`src/rtl/korelator_pkg.sv`:
```
// korelator_pkg: shared types and constants for the correlator sample-capture path.
//
// Contents:
//   capture_state_t  - capture FSM states (IDLE, CAPTURE, FLUSH, DONE)
//   MEM_DEPTH        - sample memory depth in 32-bit words
//   MEM_ADDR_W       - sample memory word-address width
//   SAMPLE_W         - ADC sample width (two samples fill one memory word)
//   MAX_SAMPLES      - largest capture that fits the memory
//   LEN_W            - width of the programmed capture length
//   clamp_length()   - limits a requested length to the memory capacity
package korelator_pkg;

  typedef enum logic [1:0] {
    IDLE    = 2'd0,
    CAPTURE = 2'd1,
    FLUSH   = 2'd2,
    DONE    = 2'd3
  } capture_state_t;

  localparam int MEM_DEPTH   = 1024;
  localparam int MEM_ADDR_W  = 10;
  localparam int SAMPLE_W    = 16;
  localparam int MAX_SAMPLES = 2 * MEM_DEPTH;
  localparam int LEN_W       = 12;

  function automatic logic [LEN_W-1:0] clamp_length(input logic [LEN_W-1:0] len,
                                                    input logic [LEN_W-1:0] max_len);
    return (len > max_len) ? max_len : len;
  endfunction

endpackage

```
`src/rtl/sample_pair_packer.sv`:
```
// sample_pair_packer: pairs consecutive samples into one memory word.
//
// Holds the half flag (a first sample is waiting) and the low-sample register,
// and presents the word/byte-enable the top level should write this cycle:
//   accept with a sample waiting -> {sample_i, low}, be 4'b1111 (full word)
//   accept with nothing waiting  -> {0, sample_i},   be 4'b0011 (odd tail)
//   no accept                    -> {0, low},        be 4'b0011 (pending flush)
// The top level decides whether the presented word is actually written.
//
// Ports:
//   clk, reset_n   clock and asynchronous active-low reset
//   clear_i        drop any waiting sample (start of a new capture)
//   accept_i       a sample is consumed this cycle
//   sample_i       sample value
//   half_o         a first sample is waiting in the low register
//   word_o, be_o   candidate memory word and byte enables
module sample_pair_packer
  import korelator_pkg::*;
#(
  parameter int SW = SAMPLE_W
) (
  input  logic            clk,
  input  logic            reset_n,
  input  logic            clear_i,
  input  logic            accept_i,
  input  logic [SW-1:0]   sample_i,
  output logic            half_o,
  output logic [2*SW-1:0] word_o,
  output logic [3:0]      be_o
);

  logic          half_q, half_d;
  logic [SW-1:0] low_q, low_d;

  always_comb begin
    half_d = half_q;
    low_d  = low_q;
    if (clear_i) begin
      half_d = 1'b0;
    end else if (accept_i) begin
      half_d = ~half_q;
      if (!half_q) begin
        low_d = sample_i;
      end
    end
  end

  always_ff @(posedge clk or negedge reset_n) begin
    if (!reset_n) begin
      half_q <= 1'b0;
      low_q  <= '0;
    end else begin
      half_q <= half_d;
      low_q  <= low_d;
    end
  end

  always_comb begin
    word_o = {{SW{1'b0}}, low_q};
    be_o   = 4'b0011;
    if (accept_i && half_q) begin
      word_o = {sample_i, low_q};
      be_o   = 4'b1111;
    end else if (accept_i) begin
      word_o = {{SW{1'b0}}, sample_i};
      be_o   = 4'b0011;
    end
  end

  assign half_o = half_q;

endmodule

```
`src/rtl/sample_capture_writer.sv`:
```
// sample_capture_writer: captures a programmed number of 16-bit ADC samples,
// packs them two per 32-bit word and writes them into the correlator's
// single-port sample memory starting at word address 0.
//
// Optional build macro: CAPTURE_RING_MODE_EN
//   Adds input ring and output wrapped. A ring capture ignores length, wraps
//   the word pointer DEPTH-1 -> 0 and runs until abort, after which a waiting
//   odd sample is flushed (FLUSH state) and done is pulsed.
//
// Ports:
//   clk, reset_n        clock and asynchronous active-low reset
//   start, length       arm a capture of length samples (clamped to 2*DEPTH)
//   abort               stop the current capture
//   ring / wrapped      ring-mode request / pointer has wrapped (macro only)
//   s_valid, s_data     sample stream in; s_ready high while capturing
//   mem_*               memory write port (chipselect mirrors write)
//   busy, done          capture in progress / one-cycle completion pulse
//   words_written       words written by the current or last capture
// All outputs are registered.
module sample_capture_writer
  import korelator_pkg::*;
#(
  parameter int ADDR_W   = MEM_ADDR_W,
  parameter int DEPTH    = MEM_DEPTH,
  parameter int SAMPLE_W = korelator_pkg::SAMPLE_W
) (
  input  logic                  clk,
  input  logic                  reset_n,
  input  logic                  start,
  input  logic [LEN_W-1:0]      length,
  input  logic                  abort,
`ifdef CAPTURE_RING_MODE_EN
  input  logic                  ring,
  output logic                  wrapped,
`endif
  input  logic                  s_valid,
  input  logic [SAMPLE_W-1:0]   s_data,
  output logic                  s_ready,
  output logic [ADDR_W-1:0]     mem_address,
  output logic [3:0]            mem_byteenable,
  output logic                  mem_chipselect,
  output logic                  mem_write,
  output logic [2*SAMPLE_W-1:0] mem_writedata,
  output logic                  mem_clken,
  output logic                  busy,
  output logic                  done,
  output logic [ADDR_W:0]       words_written
);

  localparam int                MAX_LEN   = 2 * DEPTH;
  localparam logic [ADDR_W-1:0] LAST_ADDR = ADDR_W'(DEPTH - 1);

  capture_state_t        state_q;
  logic [LEN_W-1:0]      len_q;
  logic [LEN_W-1:0]      count_q;
  logic [ADDR_W-1:0]     ptr_q, ptr_d;
  logic [ADDR_W:0]       words_q;
  logic                  s_ready_q;
  logic                  busy_q;
  logic                  done_q;
  logic                  write_q;
  logic                  clken_q;
  logic [ADDR_W-1:0]     addr_q;
  logic [3:0]            be_q;
  logic [2*SAMPLE_W-1:0] wdata_q;

  logic                  start_ok;
  logic                  accept;
  logic                  last_sample;
  logic                  ring_act;
  logic                  wrap_hit;

  logic                  pk_half;
  logic [2*SAMPLE_W-1:0] pk_word;
  logic [3:0]            pk_be;

`ifdef CAPTURE_RING_MODE_EN
  logic ring_q;
  logic wrapped_q;
  assign ring_act = ring_q;
  assign wrapped  = wrapped_q;
`else
  assign ring_act = 1'b0;
`endif

  assign start_ok    = (state_q == IDLE) && start && (length != '0);
  assign accept      = (state_q == CAPTURE) && s_ready_q && s_valid;
  // A ring capture has no length limit; it only ends on abort.
  assign last_sample = !ring_act && ((count_q + LEN_W'(1)) == len_q);
  assign ptr_d       = (ptr_q == LAST_ADDR) ? '0 : ptr_q + 1'b1;
  assign wrap_hit    = ring_act && (ptr_q == LAST_ADDR);

  // Abort wins over a sample accepted in the same cycle, so the packer never
  // sees that sample.
  sample_pair_packer #(
    .SW(SAMPLE_W)
  ) u_packer (
    .clk     (clk),
    .reset_n (reset_n),
    .clear_i (start_ok),
    .accept_i(accept && !abort),
    .sample_i(s_data),
    .half_o  (pk_half),
    .word_o  (pk_word),
    .be_o    (pk_be)
  );

  always_ff @(posedge clk or negedge reset_n) begin
    if (!reset_n) begin
      state_q   <= IDLE;
      len_q     <= '0;
      count_q   <= '0;
      ptr_q     <= '0;
      words_q   <= '0;
      s_ready_q <= 1'b0;
      busy_q    <= 1'b0;
      done_q    <= 1'b0;
      write_q   <= 1'b0;
      clken_q   <= 1'b0;
      addr_q    <= '0;
      be_q      <= '0;
      wdata_q   <= '0;
`ifdef CAPTURE_RING_MODE_EN
      ring_q    <= 1'b0;
      wrapped_q <= 1'b0;
`endif
    end else begin
      clken_q <= 1'b1;
      write_q <= 1'b0;
      done_q  <= 1'b0;
      case (state_q)
        IDLE: begin
          if (start_ok) begin
            state_q   <= CAPTURE;
            len_q     <= clamp_length(length, LEN_W'(MAX_LEN));
            count_q   <= '0;
            ptr_q     <= '0;
            words_q   <= '0;
            s_ready_q <= 1'b1;
            busy_q    <= 1'b1;
`ifdef CAPTURE_RING_MODE_EN
            ring_q    <= ring;
            wrapped_q <= 1'b0;
`endif
          end
        end

        CAPTURE: begin
          if (abort) begin
            // A write issued on the previous edge is already on the bus;
            // a waiting half-word is discarded unless ring mode flushes it.
            s_ready_q <= 1'b0;
`ifdef CAPTURE_RING_MODE_EN
            if (ring_act) begin
              state_q <= FLUSH;
            end else begin
              state_q <= IDLE;
              busy_q  <= 1'b0;
            end
`else
            state_q <= IDLE;
            busy_q  <= 1'b0;
`endif
          end else if (accept) begin
            count_q <= count_q + LEN_W'(1);
            // Second sample of a pair, or an odd final sample (tail word).
            if (pk_half || last_sample) begin
              write_q <= 1'b1;
              addr_q  <= ptr_q;
              be_q    <= pk_be;
              wdata_q <= pk_word;
              ptr_q   <= ptr_d;
              words_q <= words_q + 1'b1;
`ifdef CAPTURE_RING_MODE_EN
              if (wrap_hit) wrapped_q <= 1'b1;
`endif
            end
            if (last_sample) begin
              s_ready_q <= 1'b0;
              state_q   <= DONE;
            end
          end
        end

`ifdef CAPTURE_RING_MODE_EN
        FLUSH: begin
          if (pk_half) begin
            write_q <= 1'b1;
            addr_q  <= ptr_q;
            be_q    <= pk_be;
            wdata_q <= pk_word;
            ptr_q   <= ptr_d;
            words_q <= words_q + 1'b1;
            if (wrap_hit) wrapped_q <= 1'b1;
          end
          state_q <= DONE;
        end
`endif

        DONE: begin
          done_q  <= 1'b1;
          busy_q  <= 1'b0;
          state_q <= IDLE;
        end

        default: state_q <= IDLE;
      endcase
    end
  end

`ifndef CAPTURE_RING_MODE_EN
  // Only consumed by the ring-mode build.
  logic unused_wrap;
  assign unused_wrap = wrap_hit;
`endif

  assign s_ready        = s_ready_q;
  assign mem_address    = addr_q;
  assign mem_byteenable = be_q;
  assign mem_chipselect = write_q;
  assign mem_write      = write_q;
  assign mem_writedata  = wdata_q;
  assign mem_clken      = clken_q;
  assign busy           = busy_q;
  assign done           = done_q;
  assign words_written  = words_q;

endmodule
```
`config.mk`:
```
export PLATFORM = sky130hd
export DESIGN_NAME = sample_capture_writer
export DESIGN_NICKNAME = d
export VERILOG_FILES = /design/src/rtl/korelator_pkg.sv /design/src/rtl/sample_pair_packer.sv /design/src/rtl/sample_capture_writer.sv
export SDC_FILE = /design/constraint.sdc
export NUM_CORES = 1
export LEC_CHECK = 0
export CAP_MARGIN = 20
export CORE_MARGIN = 10
export CORE_UTILIZATION = 55
export DETAILED_ROUTE_END_ITERATION = 12
export GPL_TIMING_DRIVEN = 0
export PLACE_DENSITY = 0.83
export SETUP_SLACK_MARGIN = 0.3
export SLEW_MARGIN = 20
export SYNTH_ARGS = -nofsm -noshare
export SYNTH_HDL_FRONTEND = slang
export SYNTH_SLANG_ARGS = --single-unit
```
`constraint.sdc`:
```
create_clock -name clk -period 4.2 [get_ports clk]
set_input_delay 1.05 -clock clk [delete_from_list [all_inputs] [get_ports clk]]
set_output_delay 1.05 -clock clk [all_outputs]
set_load 0.02 [all_outputs]
```
==> impl_metrics.ini <==
[layout]
drive_gt1_share_pct = 12.16
final_cell_mix = 113 x dfrtp_1, 94 x clkdlybuf4s50_1, 41 x o21ai_0
n_fill_cell = 594
final_nets = 650
fin_area_mm2 = 0.006953
area_growth_syn_to_layout_pct = 33.10
final_util_pct = 75.25
layout_commonest_cell = dfrtp_1
n_antenna_cell = 0

[yosys]
synthDistinctLibCells = 47
synthCells = 498
synth_flop_cell = dfrtp_1
seq_area_frac_synth_pct = 54.13
syn_nets = 535
syn_area_mm2 = 0.005224
async_reset_ff_share_pct = 100.0
syn_avg_cell_area_um2 = 10.49
synth_edf_count = 0
synth_seq_cells = 113
ys_warn_count = 0

[clock_network]
root_buffer = clkbuf_8
clock-sinks = 113
h-tree-depth = 4
cts_resized = 0
ctsLongestPathBuffers = 2
clk_latency_ns = 0.52
cts_tree = built
cts_made_buffers = 17
post_cts_buffers = 0
clk_pin_slew_ns = 0.06
cts-hold-fix-buffers = 0

[hold_path]
hp-start = busy$_DFFE_PN0P_
hold_class = flop to flop

[run_status]
status = finished clean

[grt]
grt_pass1_wl_um = 24310
grt_max_degree = 71
grt_pass1_vias = 4728
grtUsageTotal_pct = 21.42
antenna_found_initial = 0
grt_overflow = 0

[routing]
initialDrtViolationCount = 377
drc = 0
vias_per_cell = 5.871
vias = 4427
drt-wirelength-per-cell_um = 19.56
drt-total-wl_um = 14750
firstDrtPassIters = 5
antenna_left = 0

[placement]
gp_congestion = 0.8606
hpwl_um = 9769
port_buffers = 95
placed_area_mm2 = 0.006357

[setup_path]
cp_num_buf_inv = 3
required_ns = 4.60
cp-end-kind = flop
slowest_delay_ns = 0.61
arrival_ns = 3.96
criticalPathCategory = primary input to flop
slowest_stage = nor2_1
path_delay_family = buffers and inverters
cp_max_fo = 10
path_cells = clkdlybuf4s50_1 > nand2_1 > or3_1 > clkbuf_1 > nor2_1 > buf_2 > mux2_2 > mux2_1
critPathLaunchType = primary input
worstReg2RegStart = state_q[1]$_DFFE_PN0P_
crit_start = s_valid

[floorplanning]
die_area_mm2 = 0.01380
die_x_um = 117.5
rows = 35
start_util_pct = 56.53
num_io_pins = 96
core_area_mm2 = 0.009240
die_y_um = 117.5

[pwr]
power_mw = 3.835
p_per_area_mw_per_mm2 = 551.6
ir_drop_v = 0.0004635
p_leak_nw = 3.022

[timing]
finalHoldViolCount = 0
setup_tns_ns = 0
finClkSkew_ns = 0.008456
fmax_mhz = 280.6
slew-limit-headroom_pct = 50.35
finalSetupViolations = 0
worst_slew_pin_slew_ns = 0.7420
whs_ns = 0.4925
fin_crit_sh_pct = 84.85
finalCriticalPeriod_ns = 3.564
maxSlewViolCount = 0
grt_setup_unrepaired = false

[job]
cap_violations = 0
synthesized netlist by cell type (6+ instances only):
cell       number  area share (%)
o31ai_1         6            0.86
inv_1          19             1.4
o22ai_1        10             1.2
mux2_2         28             6.0
and3_1          7            0.84
nand2_1        39             2.8
and2_1          7            0.84
a22o_1         16             2.7
nor2_1         25             1.8
dfrtp_1       113              54
buf_4           8             1.1
nand4_1        10             1.2
o21ai_0        41             3.9
a21oi_1        20             1.9
nand3_1        27             2.6
a31oi_1        10             1.2
clkbuf_1       19             1.4
mux2_1          8             1.7
xnor2_1         9             1.5
o2bb2ai_1       6             1.0
nand2b_1       14             1.7
layer usage:
layer	vias up	global-route usage (%)	routed length, um	share of wire [%]
met5	-	0	0	0
met4	0	7.960	307	2.1
met2	200	35.56	7276	49
met1	2182	24.13	5778	39
li1	2014	-	-	-
met3	31	8.825	1384	9.4
flip-flops by register name, indices dropped and copies added (netlist names):
name / count
busy: 1
count_q: 12
done: 1
len_q: 12
mem_address: 10
mem_byteenable: 2
mem_chipselect: 1
mem_clken: 1
mem_writedata: 32
ptr_q: 10
s_ready: 1
state_q: 2
u_packer.half_o: 1
u_packer.low_q: 16
words_written: 11
final cells by class:
cell class / instances / area [um^2] / share of cell area [%]
multi-input cells: 331 / 2143 / 30.83
plain buffers: 34 / 175.2 / 2.519
well taps: 129 / 161.4 / 2.321
repair buffers: 96 / 972.2 / 13.98
flip-flops and latches: 113 / 2828 / 40.67
clock buffers: 17 / 414.1 / 5.956
clock inverters: 14 / 181.4 / 2.609
inverters: 20 / 77.57 / 1.116
path summary, 6_finish.rpt:
| path | endpoint | slack (ns) | cells after the start |
|---|---|---|---|
| worst max-delay path | mem_writedata[11]$_DFFE_PN0P_ | 0.64 | 8 |
| worst min-delay path | busy$_DFFE_PN0P_ | 0.49 | 2 |
| worst max register to register | mem_writedata[11]$_DFFE_PN0P_ | 1.07 | 7 |
| worst min register to register | busy$_DFFE_PN0P_ | 0.49 | 2 |
| max in group asynchronous | count_q[7]$_DFFE_PN0P_ | 3.00 | 2 |
| min in group asynchronous | mem_writedata[3]$_DFFE_PN0P_ | 0.53 | 1 |
metrics by stage:
step	setup slack, ns	instances
2_1_floorplan	1.164	498
3_3_place_gp	-2.160	722
3_5_place_dp	0.2037	723
4_1_cts	0.6423	754
5_1_grt	0.5095	754
6_report	0.6362	754
cells by family (layout without fill, tap and decap cells):
logic type,Yosys count,count (layout),synth area share (%)
AO/OA/AOI/OAI,124,124,15.19
flip-flops,113,113,54.13
XOR/XNOR,14,14,2.347
multiplexers,37,37,7.952
other,1,1,0.07179
AND/OR/NAND/NOR,151,151,14.51
adder cells (fa/ha/maj),4,4,0.9581
buffers and inverters,54,181,4.838
worst min-delay path, cell delays in order, from the launching register on:
cell and delay (ns):
dfrtp_1 0.34, nand2_1 0.06, nand2_1 0.06
power breakdown:
group / internal (mW) / leakage [nW] / switching (mW)
logic: 0.456 / 1.24 / 0.466
clock network: 0.909 / 0.278 / 0.548
registers: 1.31 / 1.51 / 0.142
total: 2.68 / 3.02 / 1.16
No activity file was read; power rests on OpenSTA's default activity.
